## config.mk

```make
export PLATFORM = sky130hd
export DESIGN_NAME = pixel_fb_writer
export DESIGN_NICKNAME = d
export VERILOG_FILES = /design/src/rtl/pong_pkg.sv /design/src/rtl/pixel_fifo.sv /design/src/rtl/pixel_fb_writer.sv
export SDC_FILE = /design/constraint.sdc
export NUM_CORES = 1
export LEC_CHECK = 0
export CAP_MARGIN = 20
export CORE_MARGIN = 2
export CORE_UTILIZATION = 44
export CTS_CLUSTER_DIAMETER = 80
export DETAILED_ROUTE_END_ITERATION = 6
export SETUP_SLACK_MARGIN = 0.1
export SLEW_MARGIN = 20
export SYNTH_ARGS = -nofsm -noshare
export SYNTH_HDL_FRONTEND = slang
export SYNTH_SLANG_ARGS = --single-unit
```

## constraint.sdc

```tcl
create_clock -name clk -period 5 [get_ports clk]
set_clock_uncertainty 0.15 [all_clocks]
set_input_delay 1 -clock clk [delete_from_list [all_inputs] [get_ports clk]]
set_output_delay 1 -clock clk [all_outputs]
set_load 0.01 [all_outputs]
```

## src/rtl/pong_pkg.sv

```systemverilog
// Shared screen geometry, colors, pixel record and writer FSM encoding.
// No logic, constants and types only.
// Imported by every block that produces or consumes pixels.
package pong_pkg;

  localparam int SCR_W     = 160;
  localparam int SCR_H     = 120;
  localparam int FB_ADDR_W = 15;

  localparam logic [2:0] COL_BLACK   = 3'b000;
  localparam logic [2:0] COL_BLUE    = 3'b001;
  localparam logic [2:0] COL_GREEN   = 3'b010;
  localparam logic [2:0] COL_CYAN    = 3'b011;
  localparam logic [2:0] COL_RED     = 3'b100;
  localparam logic [2:0] COL_MAGENTA = 3'b101;
  localparam logic [2:0] COL_YELLOW  = 3'b110;
  localparam logic [2:0] COL_WHITE   = 3'b111;

  typedef struct packed {
    logic [7:0] x;
    logic [6:0] y;
    logic [2:0] color;
  } pixel_t;

  typedef logic [1:0] fbw_state_t;
  localparam fbw_state_t FBW_IDLE  = 2'd0;
  localparam fbw_state_t FBW_DRAIN = 2'd1;
  localparam fbw_state_t FBW_CLEAR = 2'd2;

endpackage

```

## src/rtl/pixel_fifo.sv

```systemverilog
// Generic synchronous first-word-fall-through FIFO with registered pointers.
// Head entry visible on rd_data the cycle after it is written.
// Writes while full and reads while empty are ignored; caller gates on flags.
module pixel_fifo #(
  parameter int DEPTH = 8,
  parameter int WIDTH = 18
) (
  input  logic             clk,
  input  logic             resetn,
  input  logic             wr_en,
  input  logic [WIDTH-1:0] wr_data,
  input  logic             rd_en,
  output logic [WIDTH-1:0] rd_data,
  output logic             full,
  output logic             empty
);

  localparam int AW = $clog2(DEPTH);

  logic [WIDTH-1:0] mem [DEPTH];
  logic [AW:0]      wr_ptr;
  logic [AW:0]      rd_ptr;

  // Extra pointer bit distinguishes full from empty when the indices match.
  assign empty   = (wr_ptr == rd_ptr);
  assign full    = (wr_ptr[AW] != rd_ptr[AW]) && (wr_ptr[AW-1:0] == rd_ptr[AW-1:0]);
  assign rd_data = mem[rd_ptr[AW-1:0]];

  // Storage array; contents need no reset since the pointers define validity.
  always_ff @(posedge clk) begin
    if (wr_en && !full) mem[wr_ptr[AW-1:0]] <= wr_data;
  end

  // Pointer update; reset flushes the queue.
  always_ff @(posedge clk) begin
    if (!resetn) begin
      wr_ptr <= '0;
      rd_ptr <= '0;
    end else begin
      if (wr_en && !full) wr_ptr <= wr_ptr + 1'b1;
      if (rd_en && !empty) rd_ptr <= rd_ptr + 1'b1;
    end
  end

endmodule

```

## src/rtl/pixel_fb_writer.sv

```systemverilog
// Pixel-plot sink: FIFO-buffers drawer pixels, clips, writes framebuffer; full-screen clear.
// One cycle from acceptance to registered write; one pixel per cycle sustained.
// plot_ready drops when the FIFO is full or a clear is pending or running.
module pixel_fb_writer #(
  parameter int         FIFO_DEPTH  = 8,
  parameter int         SCR_W       = 160,
  parameter int         SCR_H       = 120,
  parameter logic [2:0] CLEAR_COLOR = 3'b000
) (
  input  logic        clk,
  input  logic        resetn,
  input  logic        plot_valid,
  output logic        plot_ready,
  input  logic [7:0]  x_in,
  input  logic [6:0]  y_in,
  input  logic [2:0]  color_in,
  input  logic        clear_req,
  output logic        busy,
  output logic        mem_we,
  output logic [14:0] mem_addr,
  output logic [2:0]  mem_data,
  output logic [7:0]  drop_count
);

  import pong_pkg::*;

  localparam logic [FB_ADDR_W-1:0] LAST_ADDR = FB_ADDR_W'(SCR_W * SCR_H - 1);

  fbw_state_t             state;
  fbw_state_t             state_nxt;
  logic                   clear_pending;
  logic [FB_ADDR_W-1:0]   clr_cnt;
  logic                   fifo_full;
  logic                   fifo_empty;
  logic                   push;
  logic                   pop;
  logic                   in_range;
  logic [FB_ADDR_W-1:0]   pix_addr;
  pixel_t                 wr_pix;
  pixel_t                 rd_pix;

  assign plot_ready = !fifo_full && (state != FBW_CLEAR) && !clear_pending;
  assign push       = plot_valid && plot_ready;
  // The FIFO drains whenever the clear sequencer is not running, which gives
  // pixels accepted before a clear request priority over the clear.
  assign pop        = !fifo_empty && (state != FBW_CLEAR);
  assign busy       = !fifo_empty || clear_pending || (state == FBW_CLEAR);
  assign wr_pix     = {x_in, y_in, color_in};

  assign in_range = (int'(rd_pix.x) < SCR_W) && (int'(rd_pix.y) < SCR_H);
  assign pix_addr = FB_ADDR_W'(int'(rd_pix.y) * SCR_W + int'(rd_pix.x));

  pixel_fifo #(
    .DEPTH (FIFO_DEPTH),
    .WIDTH ($bits(pixel_t))
  ) u_fifo (
    .clk     (clk),
    .resetn  (resetn),
    .wr_en   (push),
    .wr_data (wr_pix),
    .rd_en   (pop),
    .rd_data (rd_pix),
    .full    (fifo_full),
    .empty   (fifo_empty)
  );

  // Next state: a pending clear starts only once the FIFO has emptied.
  always_comb begin
    state_nxt = state;
    case (state)
      FBW_CLEAR: if (clr_cnt == LAST_ADDR) state_nxt = FBW_IDLE;
      default: begin
        if (!fifo_empty)        state_nxt = FBW_DRAIN;
        else if (clear_pending) state_nxt = FBW_CLEAR;
        else                    state_nxt = FBW_IDLE;
      end
    endcase
  end

  // FSM, clear request latch and clear address counter.
  always_ff @(posedge clk) begin
    if (!resetn) begin
      state         <= FBW_IDLE;
      clear_pending <= 1'b0;
      clr_cnt       <= '0;
    end else begin
      state <= state_nxt;
      if (state == FBW_CLEAR) begin
        clr_cnt <= (clr_cnt == LAST_ADDR) ? '0 : clr_cnt + 1'b1;
        if (clr_cnt == LAST_ADDR) clear_pending <= 1'b0;
      end else if (clear_req) begin
        clear_pending <= 1'b1;
      end
    end
  end

  // Registered framebuffer port and saturating clip counter.
  always_ff @(posedge clk) begin
    if (!resetn) begin
      mem_we     <= 1'b0;
      mem_addr   <= '0;
      mem_data   <= '0;
      drop_count <= '0;
    end else begin
      mem_we <= 1'b0;
      if (state == FBW_CLEAR) begin
        mem_we   <= 1'b1;
        mem_addr <= clr_cnt;
        mem_data <= CLEAR_COLOR;
      end else if (pop) begin
        if (in_range) begin
          mem_we   <= 1'b1;
          mem_addr <= pix_addr;
          mem_data <= rd_pix.color;
        end else if (drop_count != 8'hFF) begin
          drop_count <= drop_count + 8'd1;
        end
      end
    end
  end

endmodule

```

# Yosys cells after proc, flatten, opt, wreduce, memory -nomap -nowiden
# Memory sizes are Yosys's and may differ from the RTL's. A register that Yosys moved wholly into a read port is not among the register bits.
# Cells that the tools add are included.
totals:
  latchBits: 0
  memories: 1
  regBits: 53
  ram_bits: 144
  romBits: 0
  inputBits: 22
  output_inout_bits: 29
memory_table:
  columns: ["name", "words", "word_bits", "rd", "rd_ports_with_merged_regs", "wr", "line_no", "text"]
  rows:
  - ["u_fifo.mem", 8, 18, 1, 1, 1, "pixel_fifo.sv:20", "logic [WIDTH-1:0] mem [DEPTH];"]
op_classes:
  order_cmp: 2
  n_addsub: 5
  n_eq_ne: 8
  bitwise: 3
  mux: 18
  shifts: 0
  div_mod_pow: 0
  n_mul: 1
  n_reduce_logical: 21
ops:
  columns: ["cell", "count"]
  rows:
  - ["$mux W15", 4]
  - ["$add A15 B1 Y15 const B", 1]
  - ["$add A15 B8 Y15", 1]
  - ["$eq A15 B15 Y1 const B", 1]
  - ["$mul A7 B3 Y10 const B", 1]
  - ["$add A4 B1 Y4 const B", 2]
  - ["$add A8 B1 Y8 const B", 1]
  - ["$logic_and A1 B1 Y1", 8]
  - ["$lt A8 B8 Y1 const B", 1]
  - ["$mux W1", 8]
  - ["$mux W2", 4]
  - ["$ne A8 B8 Y1 const B", 1]
  - ["$lt A7 B7 Y1 const B", 1]
  - ["$mux W3", 2]
  - ["$reduce_and A2 Y1", 3]
  - ["$reduce_bool A2 Y1", 3]
  - ["$eq A4 B4 Y1", 1]
  - ["$reduce_and A4 Y1", 1]
  - ["$eq A3 B3 Y1", 1]
  - ["$logic_not A1 Y1", 3]
  - ["$not A1 Y1", 3]
  - ["$eq A2 B2 Y1 const B", 1]
  - ["$logic_or A1 B1 Y1", 2]
  - ["$ne A2 B1 Y1 const B", 1]
  - ["other kinds (3)", 3]

# Depth between registers and ports, before layout
logic_depth:
  word_depth: 9
  depth_mapped: 16

# Cells and area by module
# From an unflattened synthesis, not the netlist that was laid out.
hier_totals:
  hier_cells: 577
  area_unflattened_um2: 8819.7
by_module_without_submodules:
  columns: ["mod", "instances", "area_per_inst_um2", "cells_per_inst"]
  rows:
  - ["pixel_fifo", 1, 6296.0, 291]
  - ["pixel_fb_writer", 1, 2523.7, 286]

# Least setup slack after synthesis
# Ideal clock, no wire load.
synth_timing:
  path_type: "reg-to-reg"
  startpoint: "register (tool-made name)"
  endpoint: "register mem_addr[14]"
  setup_slack_ps: 1019
  setup_time_ps: 61
  path_stages_with_launch: 17
  arrival_ps: 3771
  period_less_slack_ps: 3981
  cell_sequence: "dfxtp_1 -> buf_6 -> buf_12 -> buf_2 -> mux4_2 -> mux2i_1 -> inv_1 -> ha_1 -> ha_1 -> inv_1 -> fa_1 -> xnor2_1 -> nand3b_1 -> nor4_1 -> nand3b_1 -> a22oi_1 -> a32o_1"
synth_lines:
  columns: ["element", "line_no", "text"]
  rows:
  - ["end signal, assigned", "pixel_fb_writer.sv:108", "mem_addr <= clr_cnt;"]
  - ["end signal, assigned", "pixel_fb_writer.sv:113", "mem_addr <= pix_addr;"]
  - ["end, declared", "pixel_fb_writer.sv:20", "output logic [14:0] mem_addr,"]

==> reports/qor.yml <==
cts.sinks: 200
slew_headroom: 0.361
mostFrequentLayoutCells: "edfxtp_1 (144), dfxtp_1 (55), clkdlybuf4s50_1 (50)"
p_leak_nw: 3.26
dieArea_sq_mm: 0.0203
clk_latency_ns: 0.44
vdd_ir_drop_max_mv: 0.257
vias: 4764
vias_per_cell: 5.54
layout_min_cycle_time_ns: 4.29
ys_async_sr_fraction: 0
ys.flop_type: "edfxtp_1"
critPathKind: "flip-flop to flip-flop"
start_util: 0.450
avgSynthCellArea_sq_um: 15.3
antenna_found_initial: 0
ant_nets: 0
netlist_area_sq_mm: 0.00844
cpPeakStageDelay_ns: 0.66
yosysSeqAreaShare: 0.645
cp_slowest_cell: "dfxtp_2"
grt_first_pass_wirelength_mm: 26.9
status: "complete, no violations"
core-area_sq_mm: 0.0188
cp-endpoint: "mem_addr[14]"
drc: 0
netlist_instances: 553
wl_per_cell_um: 19.8
n_antenna_cell: 0
htreeDepth: 4
fin_setup_tns_ns: 0
period_share: 0.859
layout-drive-gt1-share: 0.157
max_cap_viol_count: 0
regToRegSetupSlack_ns: 0.71
power_density_mw_per_mm2: 514
overflow: 0
grt_usage: 0.179
io_buffers: 50
synth.distinct_cells: 59
place_hpwl_mm: 10.9
arrival_ns: 4.52
drt_iter0_drc: 300
cts-hold-fix-buffers: 0
cp_num_cells: 12
crit_family: "multiplexers"
ctsResizeCount: 0
design_area_sq_mm: 0.00981
root_buffer: "clkbuf_16"
path_buf_inv: 2
rows: 50
hold_viol_final: 0
die-height_um: 142
postCtsSetupBuffers: 0
grt_max_degree: 28
first_pass_iters: 4
critPathRequiredTime_ns: 5.23
drt-total-wl_mm: 17.0
hold_path.class: "flip-flop to flip-flop"
rr_worst_depth: 12
reg2reg_to: "mem_addr[14]"
grt_pass1_vias: 4753
area_delta_synth_final_pct: 16.3
cts_buffers: 17
synthesis.nets: 594
rsz0062_at_grt: "no"
cts_max_path_buffers: 2
worst_slew_pin_slew_ns: 0.959
crit_chain: "buf_4 -> mux4_2 -> mux2_2 -> ha_1 -> ha_1 -> inv_1 -> fa_1 -> nand3b_1 -> nor4_1 -> nand3b_1 -> a22oi_1 -> a32o_1"
io_pins: 51
synth-seq-cells: 200
cts_tree: "built"
start_kind: "flip-flop"
dpl-instance-area_sq_mm: 0.00927
final_common_cell: "edfxtp_1"
num-nets-final: 655
synth_top_cell_by_area: "edfxtp_1"
place_congestion: 0.795
final_cells: 860
synth_top_area_frac: 0.512
place_inst: 829
path_clk_slew_ns: 0.07
fp.dieW_um: 142
end_kind: "flip-flop"
cp_max_fo: 16
final-setup-viol-count: 0
drv_slew: 0
synth-edff-count: 144
ys_top_cells_by_area: "edfxtp_1 (51%), dfxtp_1 (13%), mux4_2 (6.4%), mux4_1 (3.7%), ha_1 (2.5%)"
max_freq_mhz: 233
synth_warnings: 0
power_mw: 5.04
[how the worst min path moves through the flow]
stage	cells past startpoint	start	end
CTS	2	mem_addr[4]	mem_addr[4]
finish	2	mem_addr[4]	mem_addr[4]
global route	2	mem_addr[4]	mem_addr[4]
global placement	2	mem_addr[8]	mem_addr[8]
floorplan	2	clr_cnt[1]	clr_cnt[1]
detailed placement	2	mem_addr[4]	mem_addr[4]
[cells by family (layout without fill, tap and decap cells)]
group | count (synthesis) | count (layout) | share of synthesized area
DFF | 200 | 200 | 0.645
and+or+nand+nor | 136 | 136 | 0.0855
AOI/OAI and AO/OA | 62 | 62 | 0.0488
muxes | 57 | 57 | 0.128
buffers and inverters | 45 | 118 | 0.0256
xor gates and xnor gates | 34 | 34 | 0.0369
adders and majority gates | 19 | 19 | 0.0299
[through the flow]
stage               hold slack [ns]  utilization  setup slack [ns]
global route                  0.341        0.523             0.369
floorplan                     0.309            -              1.02
global placement              0.302        0.494             0.857
detailed placement            0.317        0.494             0.655
CTS                           0.328        0.523             0.624
finish                        0.320        0.523             0.706
[report_power, final]
group	internal, mW	switching (mW)
clock	0.647	0.623
combinational	0.812	0.944
sequential	1.91	0.108
[synthesized netlist by cell type (all sizes together), types with 2 or more instances]
cell type,n
fa,2
xor2,21
or4,2
nor2b,2
mux2,5
a22oi,2
ha,17
nor4,6
nand4b,2
or3,3
o2111ai,2
xnor2,12
nor3,11
nand2b,6
nor2,42
o21ai,18
nand3,25
and3,5
nand4,5
o211ai,7
and2,3
a211oi,3
clkbuf,15
mux2i,16
dfxtp,56
nand2,17
nand3b,3
a21oi,13
buf,12
mux4,36
a221oi,5
edfxtp,144
nor3b,2
inv,18
[tightest hold or removal path, stage by stage, from the launching register on]
cell,delay (ns)
dfxtp_1,0.31
inv_1,0.05
a221oi_1,0.06
[per-layer routing]
layer  vias up  share of wire  track usage
li1       2256              -            -
met1      2415           0.46        0.241
met2        77           0.49        0.291
met3        16          0.033       0.0377
met4         0          0.012       0.0578
met5         -              0            0
[sequential cells by signal, summed over array words and instances, names as in the netlist, named ones only]
name           flops
u_fifo.rd_ptr      4
u_fifo.wr_ptr      4
state              2
mem_we             1
mem_data           3
u_fifo.mem       144
drop_count         8
clear_pending      1
clr_cnt           15
mem_addr          15
[cell type report]
cell class	count	area, sq um
Inverter	18	67.6
Fill cell	1519	8960
Clock inverter	13	113
Tap cell	234	293
Sequential cell	200	5450
Multi-Input combinational cell	308	2820
Timing Repair Buffer	69	643
Clock buffer	18	429
No activity file was read; power rests on OpenSTA's default activity.
